==> src/rtl/fp_adder_normalize.sv <==
// Normalisation stage of the FP adder: carry right-shift or iterative left shift by up to SHIFT_STEP per cycle.
// Define FP_NORM_FTZ_EN to flush subnormal inputs and results to zero.
`ifndef FP32
`define FP32 0
`endif
`ifndef FP64
`define FP64 1
`endif
`ifndef ZERO
`define ZERO 2'b01
`endif
`ifndef INF
`define INF 2'b10
`endif
`ifndef NAN
`define NAN 2'b11
`endif
`ifndef GET_EXP_LEN
`define GET_EXP_LEN ((data_format == `FP64) ? 11 : 8)
`endif
`ifndef GET_MANTISSA_LEN
`define GET_MANTISSA_LEN ((data_format == `FP64) ? 52 : 23)
`endif
`ifndef GET_PROTECT_LEN
`define GET_PROTECT_LEN (3)
`endif

module fp_adder_normalize #(
  parameter int data_format = `FP32,
  parameter int SHIFT_STEP  = 4
) (
  input  logic                                                clk,
  input  logic                                                rst_n,
  input  logic                                                in_valid,
  output logic                                                in_ready,
  input  logic [1:0]                                          in_special,
  input  logic                                                in_sign,
  input  logic [`GET_EXP_LEN-1:0]                             in_exp,
  input  logic [`GET_MANTISSA_LEN+`GET_PROTECT_LEN+1:0]       in_mant,
  output logic                                                out_valid,
  input  logic                                                out_ready,
  output logic [1:0]                                          out_special,
  output logic                                                out_sign,
  output logic [`GET_EXP_LEN-1:0]                             out_exp,
  output logic [`GET_MANTISSA_LEN+`GET_PROTECT_LEN:0]         out_mant
);

  localparam int E  = `GET_EXP_LEN;
  localparam int M  = `GET_MANTISSA_LEN;
  localparam int P  = `GET_PROTECT_LEN;
  localparam int W  = M + P + 2;
  localparam int H  = M + P;
  localparam int EW = E + 1;

  localparam logic [1:0]  SP_NORMAL = 2'b00;
  localparam logic [1:0]  SP_ZERO   = `ZERO;
  localparam logic [1:0]  SP_INF    = `INF;
  localparam logic [1:0]  SP_NAN    = `NAN;
  localparam logic [E:0]  EXP_ONE   = {{E{1'b0}}, 1'b1};
  localparam logic [E:0]  EXP_MAX   = {1'b0, {E{1'b1}}};
  localparam logic [E:0]  STEP_K    = EW'(SHIFT_STEP);

  typedef enum logic [1:0] {
    ST_IDLE = 2'd0,
    ST_NORM = 2'd1,
    ST_DONE = 2'd2
  } state_t;

  state_t         state_q, state_d;
  logic [1:0]     special_q, special_d;
  logic           sign_q, sign_d;
  logic [E-1:0]   exp_q, exp_d;
  logic [H:0]     mant_q, mant_d;
  logic           out_valid_q, out_valid_d;

  logic           in_ready_s;
  logic           accept_s;
  logic [H:0]     src_mant_s;
  logic [E:0]     src_exp_s;
  logic [E:0]     lzc_s;
  logic [E:0]     lim_s;
  logic [E:0]     k_step_s;
  logic [E:0]     k_s;
  logic [H:0]     shifted_s;
  logic [E:0]     shifted_exp_s;
  logic           step_done_s;
  logic [1:0]     step_special_s;
  logic [E-1:0]   step_exp_s;
  logic [H:0]     step_mant_s;
  logic [E:0]     inc_exp_s;

  // Zeros above the leading one, counted from the hidden-bit position down.
  function automatic logic [E:0] lzc_f(input logic [H:0] m);
    logic [E:0] n;
    logic       found;
    n     = {(E+1){1'b0}};
    found = 1'b0;
    for (int i = H; i >= 0; i--) begin
      if (found) begin
        n = n;
      end else if (m[i]) begin
        found = 1'b1;
      end else begin
        n = n + EXP_ONE;
      end
    end
    return n;
  endfunction

  assign in_ready_s  = (state_q == ST_IDLE) || ((state_q == ST_DONE) && out_ready);
  assign accept_s    = in_valid && in_ready_s;
  assign src_mant_s  = accept_s ? in_mant[H:0] : mant_q;
  assign src_exp_s   = accept_s ? {1'b0, in_exp} : {1'b0, exp_q};
  assign inc_exp_s   = {1'b0, in_exp} + EXP_ONE;

  // One left-shift step, bounded by leading zeros, step size and the exponent floor of 1.
  always_comb begin
    lzc_s         = lzc_f(src_mant_s);
    lim_s         = (src_exp_s > EXP_ONE) ? (src_exp_s - EXP_ONE) : {(E+1){1'b0}};
    k_step_s      = (lzc_s > STEP_K) ? STEP_K : lzc_s;
    k_s           = (k_step_s > lim_s) ? lim_s : k_step_s;
    shifted_s     = src_mant_s << k_s;
    shifted_exp_s = src_exp_s - k_s;
    step_done_s   = shifted_s[H] || (shifted_exp_s <= EXP_ONE);
    if (step_done_s && !shifted_s[H]) begin
`ifdef FP_NORM_FTZ_EN
      step_special_s = SP_ZERO;
      step_exp_s     = {E{1'b0}};
      step_mant_s    = {(H+1){1'b0}};
`else
      step_special_s = SP_NORMAL;
      step_exp_s     = {E{1'b0}};
      step_mant_s    = shifted_s;
`endif
    end else begin
      step_special_s = SP_NORMAL;
      step_exp_s     = shifted_exp_s[E-1:0];
      step_mant_s    = shifted_s;
    end
  end

  // Next-state and datapath update: classify on accept, otherwise iterate or hand off.
  always_comb begin
    state_d   = state_q;
    special_d = special_q;
    sign_d    = sign_q;
    exp_d     = exp_q;
    mant_d    = mant_q;
    if (accept_s) begin
      sign_d = in_sign;
      if (in_special != SP_NORMAL) begin
        special_d = in_special;
        exp_d     = ((in_special == SP_INF) || (in_special == SP_NAN)) ? {E{1'b1}} : {E{1'b0}};
        mant_d    = {(H+1){1'b0}};
        state_d   = ST_DONE;
      end else if (in_mant == {W{1'b0}}) begin
        special_d = SP_ZERO;
        exp_d     = {E{1'b0}};
        mant_d    = {(H+1){1'b0}};
        state_d   = ST_DONE;
      end else if (in_mant[W-1]) begin
        if (inc_exp_s >= EXP_MAX) begin
          special_d = SP_INF;
          exp_d     = {E{1'b1}};
          mant_d    = {(H+1){1'b0}};
        end else begin
          special_d = SP_NORMAL;
          exp_d     = inc_exp_s[E-1:0];
          mant_d    = {in_mant[W-1:2], in_mant[1] | in_mant[0]};
        end
        state_d = ST_DONE;
      end else begin
        special_d = step_special_s;
        exp_d     = step_exp_s;
        mant_d    = step_mant_s;
        state_d   = step_done_s ? ST_DONE : ST_NORM;
      end
    end else begin
      case (state_q)
        ST_NORM: begin
          special_d = step_special_s;
          exp_d     = step_exp_s;
          mant_d    = step_mant_s;
          state_d   = step_done_s ? ST_DONE : ST_NORM;
        end
        ST_DONE: begin
          state_d = out_ready ? ST_IDLE : ST_DONE;
        end
        ST_IDLE: begin
          state_d = ST_IDLE;
        end
        default: begin
          state_d = ST_IDLE;
        end
      endcase
    end
    out_valid_d = (state_d == ST_DONE);
  end

  // State and result registers; reset discards any operand in flight.
  always_ff @(posedge clk or negedge rst_n) begin
    if (!rst_n) begin
      state_q     <= ST_IDLE;
      special_q   <= 2'b00;
      sign_q      <= 1'b0;
      exp_q       <= {E{1'b0}};
      mant_q      <= {(H+1){1'b0}};
      out_valid_q <= 1'b0;
    end else begin
      state_q     <= state_d;
      special_q   <= special_d;
      sign_q      <= sign_d;
      exp_q       <= exp_d;
      mant_q      <= mant_d;
      out_valid_q <= out_valid_d;
    end
  end

  assign in_ready    = in_ready_s;
  assign out_valid   = out_valid_q;
  assign out_special = special_q;
  assign out_sign    = sign_q;
  assign out_exp     = exp_q;
  assign out_mant    = mant_q;

endmodule

==> config.mk <==
export PLATFORM = sky130hd
export DESIGN_NAME = fp_adder_normalize
export DESIGN_NICKNAME = d
export VERILOG_FILES = /design/src/rtl/fp_adder_normalize.sv
export SDC_FILE = /design/constraint.sdc
export NUM_CORES = 1
export LEC_CHECK = 0
export ABC_AREA = 1
export CORE_ASPECT_RATIO = 1.1
export CORE_MARGIN = 3
export CORE_UTILIZATION = 45
export CTS_CLUSTER_DIAMETER = 120
export CTS_CLUSTER_SIZE = 40
export DETAILED_ROUTE_END_ITERATION = 8
export GPL_TIMING_DRIVEN = 0
export PLACE_DENSITY = 0.67
export SETUP_SLACK_MARGIN = 0.3
export SLEW_MARGIN = 20
export SYNTH_ARGS = -nofsm -noshare
export SYNTH_HDL_FRONTEND = slang
export SYNTH_SLANG_ARGS = --single-unit
==> constraint.sdc <==
create_clock -name clk -period 13.4 [get_ports clk]
set_clock_uncertainty 0.05 [all_clocks]
set_input_delay 2.68 -clock clk [delete_from_list [all_inputs] [get_ports clk]]
set_output_delay 2.68 -clock clk [all_outputs]
set_load 0.1 [all_outputs]
==> key figures <==
STA
  – Final setup vio count: 38
  – Hold slack final: approximately 0.44 ns
  – Unrepaired setup endpoints after global routing: true
  – Max Freq: between 60 and 70 MHz
  – Setup WS post-layout: -2.93 ns
  – Worst Max-Slew Pin Slew: about 1 ns
  – Slew Limit Fails: 0
  – Final hold vios: 0
  – Relative slew slack: approximately a third
  – Period Utilization, post-route: 122%
  – Post-route minimum period: roughly 16 ns

Drt
  – Vias per cell: approximately 5.4
  – Routed vias: approximately 12k
  – DRC: 0
  – Drt total wl: 34.8 mm
  – Post-DR wirelength/cell: ~15 um
  – Remaining antenna violation count: 0
  – TritonRoute pass-1 iters: 5
  – Initial DRC count: 781

Min path
  – Hold EP: out_sign$_DFFE_PN0P_
  – Hold path start: out_sign$_DFFE_PN0P_
  – Hold depth: 2
  – Hold WC Path Type: flip-flop to flip-flop

Setup path
  – Critical path class: input port to flip-flop
  – Worst Setup End Kind: flip-flop
  – Launch point of the worst reg-to-reg path: state_q[0]$_DFF_PN0_
  – R2R setup slack: -1.16 ns
  – WP data required: about 14 ns
  – CP Max Fanout: 5
  – Crit path DAT: around 16 ns
  – Critical path's slowest cell: fa_2
  – Max incr delay on CP: roughly 0.37 ns
  – Most common cell type on the critical path: nand2_2
  – Worst reg2reg path depth: about 130
  – Reg-to-reg endpoint: out_exp[0]$_DFFE_PN0P_
  – Crit start category: input port

Clocking
  – Num Clock Sinks: 41
  – Root buffer cell: clkbuf_16
  – Clock slew at reported path FFs: roughly 0.06 ns
  – Cts hold-fix bufs: 0
  – Max Buffers Root-to-Sink: 2
  – CTS tree: yes
  – CTS buffer count: 5
  – H-tree depth: 2
  – Clk Latency, worst-skew pair: ~0.29 ns

Yosys
  – Yosys top cell area share: around 20%
  – Leading cell type by number of instances after synthesis: nand2_1
  – Synth async-reset ratio: 100%
  – Syn Area/Cell: 5.52 um^2
  – Top cells by count, synth: nand2_1 (517), inv_1 (267), nand3_1 (208)
  – Synth Instances: 1807
  – Synth Flop Type: dfrtp_1
  – Mux cell area share after synthesis: less than 1%
  – Area contributors post-synth: nand2_1 (19%), nand3_1 (10%), dfrtp_1 (10%), inv_1 (10%), nor2_1 (7.3%)
  – Post-Synth XOR/XNOR Area: around 2.0%
  – Post-Synth Adder-Cell Area: roughly 6%
  – Simple-gate share of the synthesized area: approximately 56%
  – Cell variety after synth: a little under 60
  – Number of flops mapped to enable cells by yosys: 0
  – Synthesis Warnings: 0
  – Mapped Area: around 10000 um^2
  – Compound-cell area share of the yosys netlist: 12.2%
  – Largest family of logic cells by synthesized area: simple AND/OR/NAND/NOR gates
  – Register area share after synthesis: approximately a tenth
  – Post-synthesis register bit count: 41
  – Synth area leader: nand2_1

Layout
  – Final non-filler cell total: 2301
  – Nets: 2102
  – Fillers: between 2k and 2.5k
  – N_diodes: 0
  – Share of cells above drive strength 1: roughly 28%
  – Final Util: 63.8%
  – Synthesis-to-layout area growth: 38.0%

Placement
  – Inst Count DP: around 2.2k
  – DP Wirelength: about 26 mm
  – DP Worst Slack: -4.90 ns
  – GPL Wtd Cong: about 1.0
  – IO buf count: 81

Floorplan
  – DIE WIDTH: around 150 um
  – # IOs: 83
  – Initial Util: a little under half
  – Die ar.: 24000 um^2
  – Core area: ~22000 um^2
  – Die H: about 160 um
  – Row cnt: 56

Global routing
  – Grt ovf: 0
  – Largest net degree at the start of global routing: 31
  – Total Routing Usage GR: between 20% and 30%
  – Vias in the first global route: between 10k and 15k
  – First-pass GRT wire length: around 55 mm
  – Initial antenna violation count: 0

Status
  – Outcome: complete, but fails checks
  – Failing checks: setup timing

Job
  – Max-cap violations: 0
[through the flow]
step           setup TNS [ns]  area, um^2
3_3_place_gp          -142.26       11600
5_1_grt               -116.21       13800
4_1_cts                -81.45       12900
2_1_floorplan          -62.72       10400
3_5_place_dp          -150.32       11600
6_report               -88.85       13800
[flip-flops by register name (all words and copies together), names as in the netlist]
register	flops
out_sign	1
out_mant	27
out_special	2
out_valid	1
out_exp	8
state_q	2
[final cells by class]
| class | count | area [um^2] | share of cell area, % |
|---|---|---|---|
| plain buffers | 40 | 347 | 2.52 |
| clock buffers | 7 | 143 | 1.04 |
| inverters | 296 | 1150 | 8.32 |
| multi-input cells | 1435 | 9040 | 65.6 |
| flip-flops and latches | 41 | 1030 | 7.45 |
| well taps | 290 | 363 | 2.64 |
| repair buffers | 192 | 1710 | 12.4 |
[how the worst max path moves through the flow]
stage	end	from	slack (ns)	cells past startpoint
after floorplan	out_exp[0]$_DFFE_PN0P_	out_ready	-2.55	125
after global placement	out_valid$_DFF_PN0_	out_ready	-4.66	123
after detailed placement	out_valid$_DFF_PN0_	out_ready	-4.90	123
after CTS	out_exp[0]$_DFFE_PN0P_	out_ready	-2.85	126
after global routing	out_exp[0]$_DFFE_PN0P_	out_ready	-3.75	128
final	out_exp[0]$_DFFE_PN0P_	out_ready	-2.93	125
[timing repair]
item,4_1_cts,5_1_grt
setup buffers,83,26
pin swaps,106,120
setup endpoints to repair,38,38
resized for setup,130,171
cloned,1,0
endpoints found under the hold margin,0,0
[worst max-delay path, delay by kind of cell]
kind / cells / cell delay [ns]
simple gates: 64 / 4.96
buf+inv: 20 / 1.41
xor+xnor: 2 / 0.28
fa+ha+maj: 19 / 4.50
compound gates: 20 / 2.57
[cells by family (layout without fill, tap and decap cells)]
logic type	after synthesis	after routing
DFF	41	41
muxes	2	2
adders and majority gates	48	48
and+or+nand+nor	1141	1141
xor gates and xnor gates	23	23
other	1	6
buffers and inverters	336	535
AOI/OAI and AO/OA	215	215
[placed cells by master, fill, tap and decap left out, types with 15 or more instances in the layout]
cell type	netlist	routed
nand2_1	517	442
inv_1	267	247
nor2_1	195	164
nand3_1	208	158
nand2_2	41	102
buf_4	7	102
clkdlybuf4s50_1	0	76
nand3_2	30	68
a21oi_1	81	58
nand4_1	43	43
o21ai_0	64	42
dfrtp_1	41	41
inv_2	23	38
nor2_4	8	30
ha_1	47	25
nor2_2	14	23
o21ai_1	21	23
a21oi_2	3	22
nand2_4	11	21
ha_4	0	21
o21ai_2	3	20
nand3_4	7	19
nand3b_1	18	18
clkbuf_1	21	16
or2_2	16	15
xor2_1	19	15
[routing by layer]
metal	wire length, um	up-vias	global-route usage (%)
met5	0	-	0
met4	1270	0	9.53
met3	1670	83	2.06
met2	16700	410	48.6
met1	15200	5637	35.6
li1	-	6226	-
Power is not shown: default switching activity piles up to over one toggle a cycle in this logic, so the estimate is an artifact.
